### src/rtl/mp_regfile.sv
// mp_regfile: register file with two write ports, two combinational read ports and a bulk-clear sweep.
// Optional same-cycle write-to-read forwarding is enabled by defining MP_REGFILE_BYPASS_EN.
module mp_regfile #(
    parameter int DATA_W   = 8,
    parameter int ADDR_W   = 3,
    parameter bit ZERO_REG = 1'b0
) (
    input  logic              clk,
    input  logic              rst_n,
    input  logic              we3,
    input  logic              we4,
    input  logic [ADDR_W-1:0] wa3,
    input  logic [ADDR_W-1:0] wa4,
    input  logic [DATA_W-1:0] wd3,
    input  logic [DATA_W-1:0] wd4,
    input  logic [ADDR_W-1:0] ra1,
    input  logic [ADDR_W-1:0] ra2,
    output logic [DATA_W-1:0] rd1,
    output logic [DATA_W-1:0] rd2,
    input  logic              clr_req,
    output logic              clr_busy,
    output logic              clr_done
);

    localparam int DEPTH = 1 << ADDR_W;

    typedef enum logic [1:0] {
        ST_IDLE,
        ST_CLEAR,
        ST_DONE
    } state_t;

    state_t            state;
    state_t            state_nxt;
    logic [ADDR_W-1:0] ptr;
    logic [ADDR_W-1:0] ptr_nxt;
    logic [DATA_W-1:0] regs [DEPTH];

    logic idle;
    logic sweep_last;
    logic wr3_ok;
    logic wr4_ok;
    logic ra1_zero;
    logic ra2_zero;

    assign idle       = (state == ST_IDLE);
    assign sweep_last = (ptr == ADDR_W'(DEPTH - 1));

    // Writes are accepted only in IDLE; the hard-wired zero entry swallows writes.
    assign wr3_ok   = we3 && idle && !(ZERO_REG && (wa3 == '0));
    assign wr4_ok   = we4 && idle && !(ZERO_REG && (wa4 == '0));
    assign ra1_zero = ZERO_REG && (ra1 == '0);
    assign ra2_zero = ZERO_REG && (ra2 == '0);

    always_ff @(posedge clk or negedge rst_n) begin
        if (!rst_n) begin
            state <= ST_IDLE;
            ptr   <= '0;
        end else begin
            // NOTE: sequential state uses non-blocking assignments so every flop samples pre-edge values.
            state <= state_nxt;
            ptr   <= ptr_nxt;
        end
    end

    always_comb begin
        // NOTE: every output of this block gets a default first, so no path leaves one unassigned (no latch).
        state_nxt = state;
        ptr_nxt   = ptr;
        clr_busy  = 1'b0;
        clr_done  = 1'b0;
        unique case (state)
            ST_IDLE: begin
                if (clr_req) begin
                    state_nxt = ST_CLEAR;
                    ptr_nxt   = '0;
                end
            end
            ST_CLEAR: begin
                clr_busy = 1'b1;
                ptr_nxt  = ptr + 1'b1;
                if (sweep_last) begin
                    state_nxt = ST_DONE;
                end
            end
            ST_DONE: begin
                clr_done  = 1'b1;
                state_nxt = ST_IDLE;
            end
            default: begin
                state_nxt = ST_IDLE;
            end
        endcase
    end

    always_ff @(posedge clk or negedge rst_n) begin
        if (!rst_n) begin
            // NOTE: the array is reset because reads must return zero during and after reset.
            for (int i = 0; i < DEPTH; i++) begin
                regs[i] <= '0;
            end
        end else begin
            if (state == ST_CLEAR) begin
                regs[ptr] <= '0;
            end
            // Port 4 is assigned last so it wins a same-address collision.
            if (wr3_ok) begin
                regs[wa3] <= wd3;
            end
            if (wr4_ok) begin
                regs[wa4] <= wd4;
            end
        end
    end

    always_comb begin
        rd1 = ra1_zero ? '0 : regs[ra1];
`ifdef MP_REGFILE_BYPASS_EN
        if (rst_n && wr4_ok && (wa4 == ra1)) begin
            rd1 = wd4;
        end else if (rst_n && wr3_ok && (wa3 == ra1)) begin
            rd1 = wd3;
        end
`endif
    end

    always_comb begin
        rd2 = ra2_zero ? '0 : regs[ra2];
`ifdef MP_REGFILE_BYPASS_EN
        if (rst_n && wr4_ok && (wa4 == ra2)) begin
            rd2 = wd4;
        end else if (rst_n && wr3_ok && (wa3 == ra2)) begin
            rd2 = wd3;
        end
`endif
    end

endmodule
### config.mk
export PLATFORM = sky130hd
export DESIGN_NAME = mp_regfile
export DESIGN_NICKNAME = d
export VERILOG_FILES = /design/src/rtl/mp_regfile.sv
export SDC_FILE = /design/constraint.sdc
export NUM_CORES = 1
export LEC_CHECK = 0
export ABC_AREA = 1
export CAP_MARGIN = 10
export CELL_PAD_IN_SITES_DETAIL_PLACEMENT = 1
export CELL_PAD_IN_SITES_GLOBAL_PLACEMENT = 2
export CORE_MARGIN = 5
export CORE_UTILIZATION = 33
export DETAILED_ROUTE_END_ITERATION = 10
export PLACE_DENSITY = 0.84
export SLEW_MARGIN = 25
export SYNTH_ARGS = -nofsm -noshare
export SYNTH_HDL_FRONTEND = slang
export SYNTH_SLANG_ARGS = --single-unit
### constraint.sdc
create_clock -name clk -period 4.9 [get_ports clk]
set_input_delay 1.225 -clock clk [delete_from_list [all_inputs] [get_ports clk]]
set_output_delay 1.225 -clock clk [all_outputs]
set_load 0.02 [all_outputs]
==> results of run 1 <==
[per-stage QoR]
step / std cells / instance area (sq um)
finish: 1006 / 5783
global route: 1006 / 5783
CTS: 1006 / 5783
detailed placement: 990 / 5456
global placement: 990 / 5456
floorplan: 789 / 4860
[cells by family after synthesis]
| family | count (synthesis) | share of synthesized area |
|---|---|---|
| AO/OA/AOI/OAI | 204 | 0.2101 |
| adder cells (fa/ha/maj) | 2 | 0.005149 |
| AND/OR/NAND/NOR | 402 | 0.3357 |
| flip-flops | 69 | 0.3553 |
| buffers and inverters | 112 | 0.09372 |
[cell usage after synthesis]
master / instances
nor2_1: 160
ha_1: 2
buf_6: 2
nor2_4: 3
buf_4: 1
o21ai_0: 97
inv_1: 71
nand3_1: 62
dfrtp_1: 69
nand2_2: 1
buf_1: 10
nor2_2: 8
clkbuf_2: 6
a21oi_1: 105
nand2_1: 168
clkbuf_1: 15
buf_2: 7
o21ai_1: 2
[power breakdown]
group          leakage (nW)  internal, W  switching, W  total, W
Combinational          1.67     0.000403      0.000654   0.00106
Sequential            0.916     0.000830      0.000311   0.00114
Clock                 0.163     0.000472      0.000252  0.000724
[area by class of cell]
type | instances | area [sq um]
clock buffers | 12 | 256.5
clock inverters | 4 | 70.07
fillers | 1934 | 8696
inverters | 71 | 266.5
multi-input cells | 608 | 2678
flip-flops and latches | 69 | 1727
well taps | 184 | 230.2
repair buffers | 58 | 555.5
[how the worst max path moves through the flow]
| stage | to | slack [ps] | depth (start not counted) |
|---|---|---|---|
| after floorplan | rd1[5] | 1560 | 7 |
| after global placement | rd2[2] | 350 | 7 |
| after detailed placement | rd2[2] | 330 | 7 |
| after CTS | rd2[2] | 320 | 7 |
| after global routing | rd2[2] | 220 | 7 |
| final | rd2[2] | 330 | 7 |
[metal layers]
metal / GRT usage / vias to the layer above
met5: 0 / -
met1: 0.3406 / 2760
met3: 0.02676 / 45
met2: 0.3699 / 179
met4: 0.09086 / 0
li1: - / 2604
[flip-flops by register name, summed over array words and instances, names as in the netlist]
name   flops
ptr        3
regs      64
state      2
[worst max-delay path, delay by kind of cell]
family / cells / cell delay (ps)
buffers and inverters: 3 / 1530
AO/OA/AOI/OAI: 1 / 300
AND/OR/NAND/NOR: 3 / 280
[layout by cell type, fill, tap and decap left out, drive strengths merged, types with 9 or more instances in the layout]
master,netlist,layout
nand3,62,62
nor2,171,171
nand2,169,169
a21oi,105,105
dfrtp,69,69
clkbuf,21,12
clkdlybuf4s50,0,49
o21ai,99,99
inv,71,71
buf,20,9
==> flow_summary.json, run 1 <==
{
  "status": "finished, final reports clean",
  "arrival_ps": 3340,
  "routed_via_density": 5.555,
  "gp_congestion": 0.9451,
  "start_util": 0.3356,
  "synth_nets": 824,
  "syn_area_sq_mm": 0.004860,
  "ant_nets": 0,
  "crit_path_start_kind": "input pin",
  "hold_depth": 1,
  "cts_tree": "built",
  "crit_fanout": 16,
  "fin_ws_ps": 332.6,
  "maxCapViolCount": 0,
  "drc": 0,
  "finalNetCount": 852,
  "holdWs_ps": 507.5,
  "synth_cells": 789,
  "wl_met2_mm": 9.344,
  "rsz0062_at_grt": "no",
  "finalSetupTns_ps": 0,
  "synth_top_area_cell": "dfrtp_1",
  "cts_resized": 0,
  "rrSetupSlack_ps": 3070,
  "hp-class": "register to register",
  "area_growth_pct": 19.00,
  "core_sq_mm": 0.01448,
  "fin_crit_sh": 0.9321,
  "cts_hold_buf": 0,
  "diodes": 0,
  "cts_buffers": 9,
  "worstHoldEndpoint": "state[1]",
  "synthTopCellsByArea": "dfrtp_1 (36%), nand2_1 (13%), nor2_1 (12%)",
  "max_freq_mhz": 218.9,
  "crit_path_max_incr_delay_ps": 590,
  "end_kind": "output pin",
  "die_w_microns": 131.4,
  "hpwl_mm": 15.20,
  "clk_pin_slew_worst_paths_ps": 50,
  "ys_ff_latch": 69,
  "slew_headroom": 0.4164,
  "portBuffers": 50,
  "hp-start": "state[1]",
  "min_period_ps": 4567,
  "irDropWorstVdd_mv": 0.2389,
  "cp_cell_sequence": "clkdlybuf4s50_1 -> inv_1 -> nor2_1 -> o21ai_0 -> nand2_1 -> nand2_1 -> clkdlybuf4s50_1",
  "r2r_start": "state[0]",
  "clock-sinks": 69,
  "drive_above_1_share": 0.04380,
  "globalRouteOverflowTotal": 0,
  "first_pass_iters": 5,
  "grt_max_degree": 39,
  "drv_slew": 0,
  "top_layer": "met4",
  "yosys_warnings": 0,
  "cts-root-buf": "clkbuf_16",
  "hold_viol_final": 0,
  "clockBufferDepth": 2,
  "power.total_w": 0.002923,
  "finalSetupViolCount": 0,
  "met3_length_microns": 934,
  "rows": 44,
  "crit_start": "ra2[0]",
  "place_worst_setup_slack_ps": 325.8,
  "critical_path_class": "input pin to output pin",
  "insertion_delay_ps": 340,
  "htree_levels": 3,
  "met1_length_mm": 9.670,
  "synth_cell_types": 18,
  "crit_required_ps": 3670,
  "slowest_stage": "clkdlybuf4s50_1",
  "wire_per_inst_microns": 20.49,
  "p_leak_nw": 2.747,
  "syn_area_per_cell_sq_um": 6.159,
  "yosysSeqAreaShare": 0.3553,
  "vias": 5588,
  "drtIter0Drc": 424,
  "post-route-util": 0.3994,
  "grt_pass1_wl_mm": 32.75,
  "finClkSkew_ps": 11.70,
  "r2r_end": "regs[23]",
  "powerDensity_mw_per_mm2": 505.4,
  "die_h_microns": 131.4,
  "routed_wl_mm": 20.61,
  "postCtsSetupRepairBufs": 0,
  "gr-usage-all-layers": 0.2382,
  "grt_pass1_vias": 5660,
  "ios": 51,
  "r2r_cells": 6,
  "antenna_found_initial": 0,
  "yosysTopAreaCellShare": 0.3553,
  "die_area_sq_mm": 0.01725,
  "tightest_slew_ps": 875.5
}
No activity file was read; power rests on OpenSTA's default activity.
==> run 2, diff against run 1 <==
Settings changed: CORE_UTILIZATION 33 to 37, DONT_BUFFER_PORTS from default to 1, PLACE_DENSITY 0.84 to 0.83.
==> flow_summary.json, run 2 (synthesis gave the netlist of run 1 again) <==
{
  "tightest_slew_ps": 686.2,
  "crit_path_start_kind": "input pin",
  "drtIter0Drc": 371,
  "p_leak_nw": 2.515,
  "layout_common_cells": "nand2_1 (168), nor2_1 (160), a21oi_1 (105)",
  "arrival_ps": 2320,
  "diodes": 0,
  "top_register": "regs",
  "gp_congestion": 0.8613,
  "largest_reg_flops": 64,
  "p_sw_frac": 0.4134,
  "rsz0062_at_grt": "no",
  "insertion_delay_ps": 340,
  "finalSetupTns_ps": 0,
  "finalNetCount": 794,
  "irDropWorstVdd_mv": 0.2118,
  "worstSetupEndpoint": "rd2[7]",
  "hpwl_mm": 14.53,
  "die_h_microns": 124.6,
  "p_seq_frac": 0.410,
  "vias": 5297,
  "cts_buffers": 9,
  "gr-usage-all-layers": 0.2531,
  "fin_crit_sh": 0.7225,
  "routed_via_density": 5.659,
  "maxCapViolCount": 0,
  "cts_tree": "built",
  "die_w_microns": 124.6,
  "met3_length_mm": 1.464,
  "switchingPower_w": 0.001133,
  "crit_fanout": 49,
  "die_area_sq_mm": 0.01553,
  "first_pass_iters": 5,
  "crit_start": "ra2[0]",
  "met1_length_mm": 9.028,
  "rows": 41,
  "antenna_found_initial": 0,
  "combPwrFrac": 0.328,
  "drc": 0,
  "min_period_ps": 3540,
  "hp-start": "state[1]",
  "routed_wl_mm": 19.58,
  "post-route-util": 0.4085,
  "clockBufferDepth": 2,
  "grt_pass1_wl_mm": 30.73,
  "finalSetupViolCount": 0,
  "cts-root-buf": "clkbuf_16",
  "grt_max_degree": 70,
  "postCtsSetupRepairBufs": 0,
  "cts_hold_buf": 0,
  "wl_met2_mm": 8.623,
  "ant_nets": 0,
  "grt_pass1_vias": 5259,
  "power.total_w": 0.002739,
  "area_growth_pct": 7.363,
  "end_kind": "output pin",
  "powerDensity_mw_per_mm2": 525.1,
  "ios": 51,
  "cts_resized": 0,
  "drv_slew": 0,
  "globalRouteOverflowTotal": 0,
  "hp-class": "register to register",
  "finClkSkew_ps": 4.935,
  "r2r_start": "state[0]",
  "holdWs_ps": 512.5,
  "slew_headroom": 0.5408,
  "clkPwrFrac": 0.262,
  "wire_per_inst_microns": 20.92,
  "rrSetupSlack_ps": 3110,
  "r2r_end": "regs[41]",
  "status": "finished, final reports clean",
  "core_sq_mm": 0.01277,
  "r2r_cells": 7,
  "clk_pin_slew_worst_paths_ps": 60,
  "start_util": 0.3804,
  "max_freq_mhz": 282.5,
  "layout_commonest_cell": "nand2_1",
  "reg_top3": "regs (64), ptr (3), state (2)",
  "top_layer": "met4",
  "drive_above_1_share": 0.03665,
  "p_int_w": 0.001607,
  "clock-sinks": 69,
  "htree_levels": 3,
  "portBuffers": 0,
  "critical_path_class": "input pin to output pin",
  "hold_viol_final": 0,
  "crit_required_ps": 3670
}
## run 2: worst max-delay path, cell delays in order
cell	delay, ps
inv_1	410
nor2_1	90
o21ai_0	300
nand2_1	90
nand2_1	190
## run 2: worst min-delay path by stage
stage	endpoint	slack [ps]	depth (start not counted)
after floorplan	state[1]	480	1
after global placement	state[1]	490	1
after detailed placement	state[1]	510	1
after CTS	state[1]	520	1
after global routing	state[1]	520	1
final	state[1]	510	1
## run 2: power by group through the flow
| stage | Clock (W) | Sequential (W) | Combinational, W |
|---|---|---|---|
| final | 0.000719 | 0.00112 | 0.000898 |
| after global routing | 0.000750 | 0.00115 | 0.00103 |
| after CTS | 0.000724 | 0.00111 | 0.000903 |
| after detailed placement | 0 | 0.00112 | 0.000895 |
| after global placement | 0 | 0.00111 | 0.000857 |
| after floorplan | 0 | 0.000973 | 0.000711 |
## run 2: per-layer routing
layer | GRT usage | up-vias
met1 | 0.3481 | 2606
met3 | 0.06175 | 26
li1 | - | 2485
met2 | 0.3938 | 180
met5 | 0 | -
met4 | 0.07672 | 0
## run 2: metrics by stage
stage / setup WS [ps] / area, sq um / instances
finish: 1360 / 5218 / 936
global route: 1264 / 5218 / 936
CTS: 1298 / 5218 / 936
detailed placement: 1303 / 4886 / 920
global placement: 1383 / 4886 / 920
floorplan: 1556 / 4860 / 789
## run 2: cell type report
type	instances	area, sq um
clock buffer	14	294.0
clock inverter	2	37.54
multi-input combinational	608	2678
fill	1695	7556
inverter	71	266.5
sequential	69	1727
tap	172	215.2
==> run 3, diff against run 2 <==
Settings changed: CORE_UTILIZATION 37 to 31, PLACE_DENSITY 0.83 to 0.74.
Clock period 4.9 ns to 3.25 ns, I/O delays scaled along.
==> flow_summary.json, run 3 (synthesis gave the netlist of run 1 again) <==
{
  "reg_top3": "regs (64), ptr (3), state (2)",
  "area_growth_pct": 7.261,
  "cts_hold_buf": 0,
  "top_register": "regs",
  "powerDensity_mw_per_mm2": 767.3,
  "vias": 5174,
  "insertion_delay_ps": 340,
  "max_freq_mhz": 377.4,
  "globalRouteOverflowTotal": 0,
  "status": "finished, final reports clean",
  "cp_cell_sequence": "inv_1 -> nor2_1 -> o21ai_0 -> nand2_1 -> nand2_1",
  "grt_pass1_wl_mm": 31.18,
  "crit_fanout": 49,
  "arrival_ps": 1840,
  "die_h_microns": 135.2,
  "end_kind": "output pin",
  "clk_pin_slew_worst_paths_ps": 60,
  "drv_slew": 0,
  "maxCapViolCount": 0,
  "start_util": 0.3173,
  "holdWs_ps": 162.4,
  "finalSetupTns_ps": 0,
  "postCtsSetupRepairBufs": 0,
  "tightest_slew_ps": 627.0,
  "antenna_found_initial": 0,
  "clock-sinks": 69,
  "fillers": 2067,
  "first_pass_iters": 5,
  "core_sq_mm": 0.01531,
  "layout_common_cells": "nand2_1 (168), nor2_1 (160), a21oi_1 (105)",
  "gr-usage-all-layers": 0.2247,
  "crit_path_max_incr_delay_ps": 370,
  "layout_commonest_cell": "nand2_1",
  "rows": 45,
  "min_period_ps": 2649,
  "hold_viol_final": 0,
  "gp_congestion": 0.8588,
  "drive_above_1_share": 0.03665,
  "cts_tree": "built",
  "hpwl_mm": 15.06,
  "finClkSkew_ps": 5.679,
  "die_w_microns": 135.2,
  "cts-root-buf": "clkbuf_16",
  "routed_via_density": 5.307,
  "slew_headroom": 0.5805,
  "grt_max_degree": 70,
  "cts_resized": 0,
  "wire_per_inst_microns": 20.61,
  "hp-class": "input pin to asynchronous set/reset pin",
  "diodes": 0,
  "crit_family": "buffers and inverters",
  "ant_nets": 0,
  "drtIter0Drc": 426,
  "irDropWorstVdd_mv": 0.3673,
  "crit_path_frequent_cell": "nand2_1",
  "portBuffers": 0,
  "drc": 0,
  "slowest_stage": "inv_1",
  "path_buf_inv": 1,
  "rsz0062_at_grt": "no",
  "ios": 51,
  "grt_pass1_vias": 5132,
  "finalSetupViolCount": 0,
  "largest_reg_flops": 64,
  "critical_path_class": "input pin to output pin",
  "finalNetCount": 794,
  "fin_crit_sh": 0.8152,
  "cts_buffers": 9,
  "htree_levels": 3,
  "p_leak_nw": 2.499,
  "crit_required_ps": 2440,
  "die_area_sq_mm": 0.01828,
  "crit_path_start_kind": "input pin",
  "routed_wl_mm": 20.09,
  "clockBufferDepth": 2
}
-- run 3: changes by cell type in the layout (fill, tap and decap cells not counted), sizes merged --
| cell | delta |
|---|---|
| clkinv | +5 |
| clkbuf | -3 |
| clkinvlp | -1 |
| bufinv | -1 |
-- run 3: cell type report --
| cell class | count | area [sq um] | area share |
|---|---|---|---|
| multi-input cells | 608 | 2678 | 0.5137 |
| flip-flops and latches | 69 | 1727 | 0.3313 |
| inverters | 71 | 266.5 | 0.05113 |
| well taps | 211 | 264.0 | 0.05065 |
| clock buffers | 11 | 252.7 | 0.04849 |
| clock inverters | 5 | 25.02 | 0.004801 |
-- run 3: final timing paths --
path	startpoint	endpoint	slack, ps	depth (start not counted)
min in group clk	state[1]	state[1]	510	1
max reg2reg	state[1]	regs[1]	1460	6
min	rst_n	state[0]	160	0
max	ra1[0]	rd1[4]	600	5
max in group asynchronous	rst_n	regs[27]	2920	0
min reg2reg	state[1]	state[1]	510	1
-- run 3: power breakdown --
group | switching [W] | internal [W]
clock | 0.000381 | 0.000551
sequential | 0.000463 | 0.00125
combinational | 0.000883 | 0.000471
total | 0.00173 | 0.00227
-- run 3: worst reg2reg max path: cells and delay by family (launching register included) --
family	cells	cell delay, ps
DFF	1	420
AOI/OAI and AO/OA	1	100
buffers and inverters	2	430
and+or+nand+nor	3	720
-- run 3: metrics by stage --
stage	power (W)	util	setup WS, ps	std cells	cell area (sq um)
detailed placement	0.003062	0.3222	625.3	959	4935
floorplan	0.002539	-	731.2	789	4860
finish	0.004000	0.3404	600.6	975	5213
global route	0.004281	0.3404	479.5	975	5213
CTS	0.004011	0.3404	619.4	975	5213
global placement	0.003007	0.3222	612.1	959	4935
-- run 3: routing by layer --
layer  global-route usage  vias to the layer above  share of wire
li1                     -                     2487              -
met1               0.3329                     2546           0.50
met2               0.3302                      117           0.43
met3              0.04978                       24          0.057
met4              0.05767                        0          0.016
met5                    0                        -              0
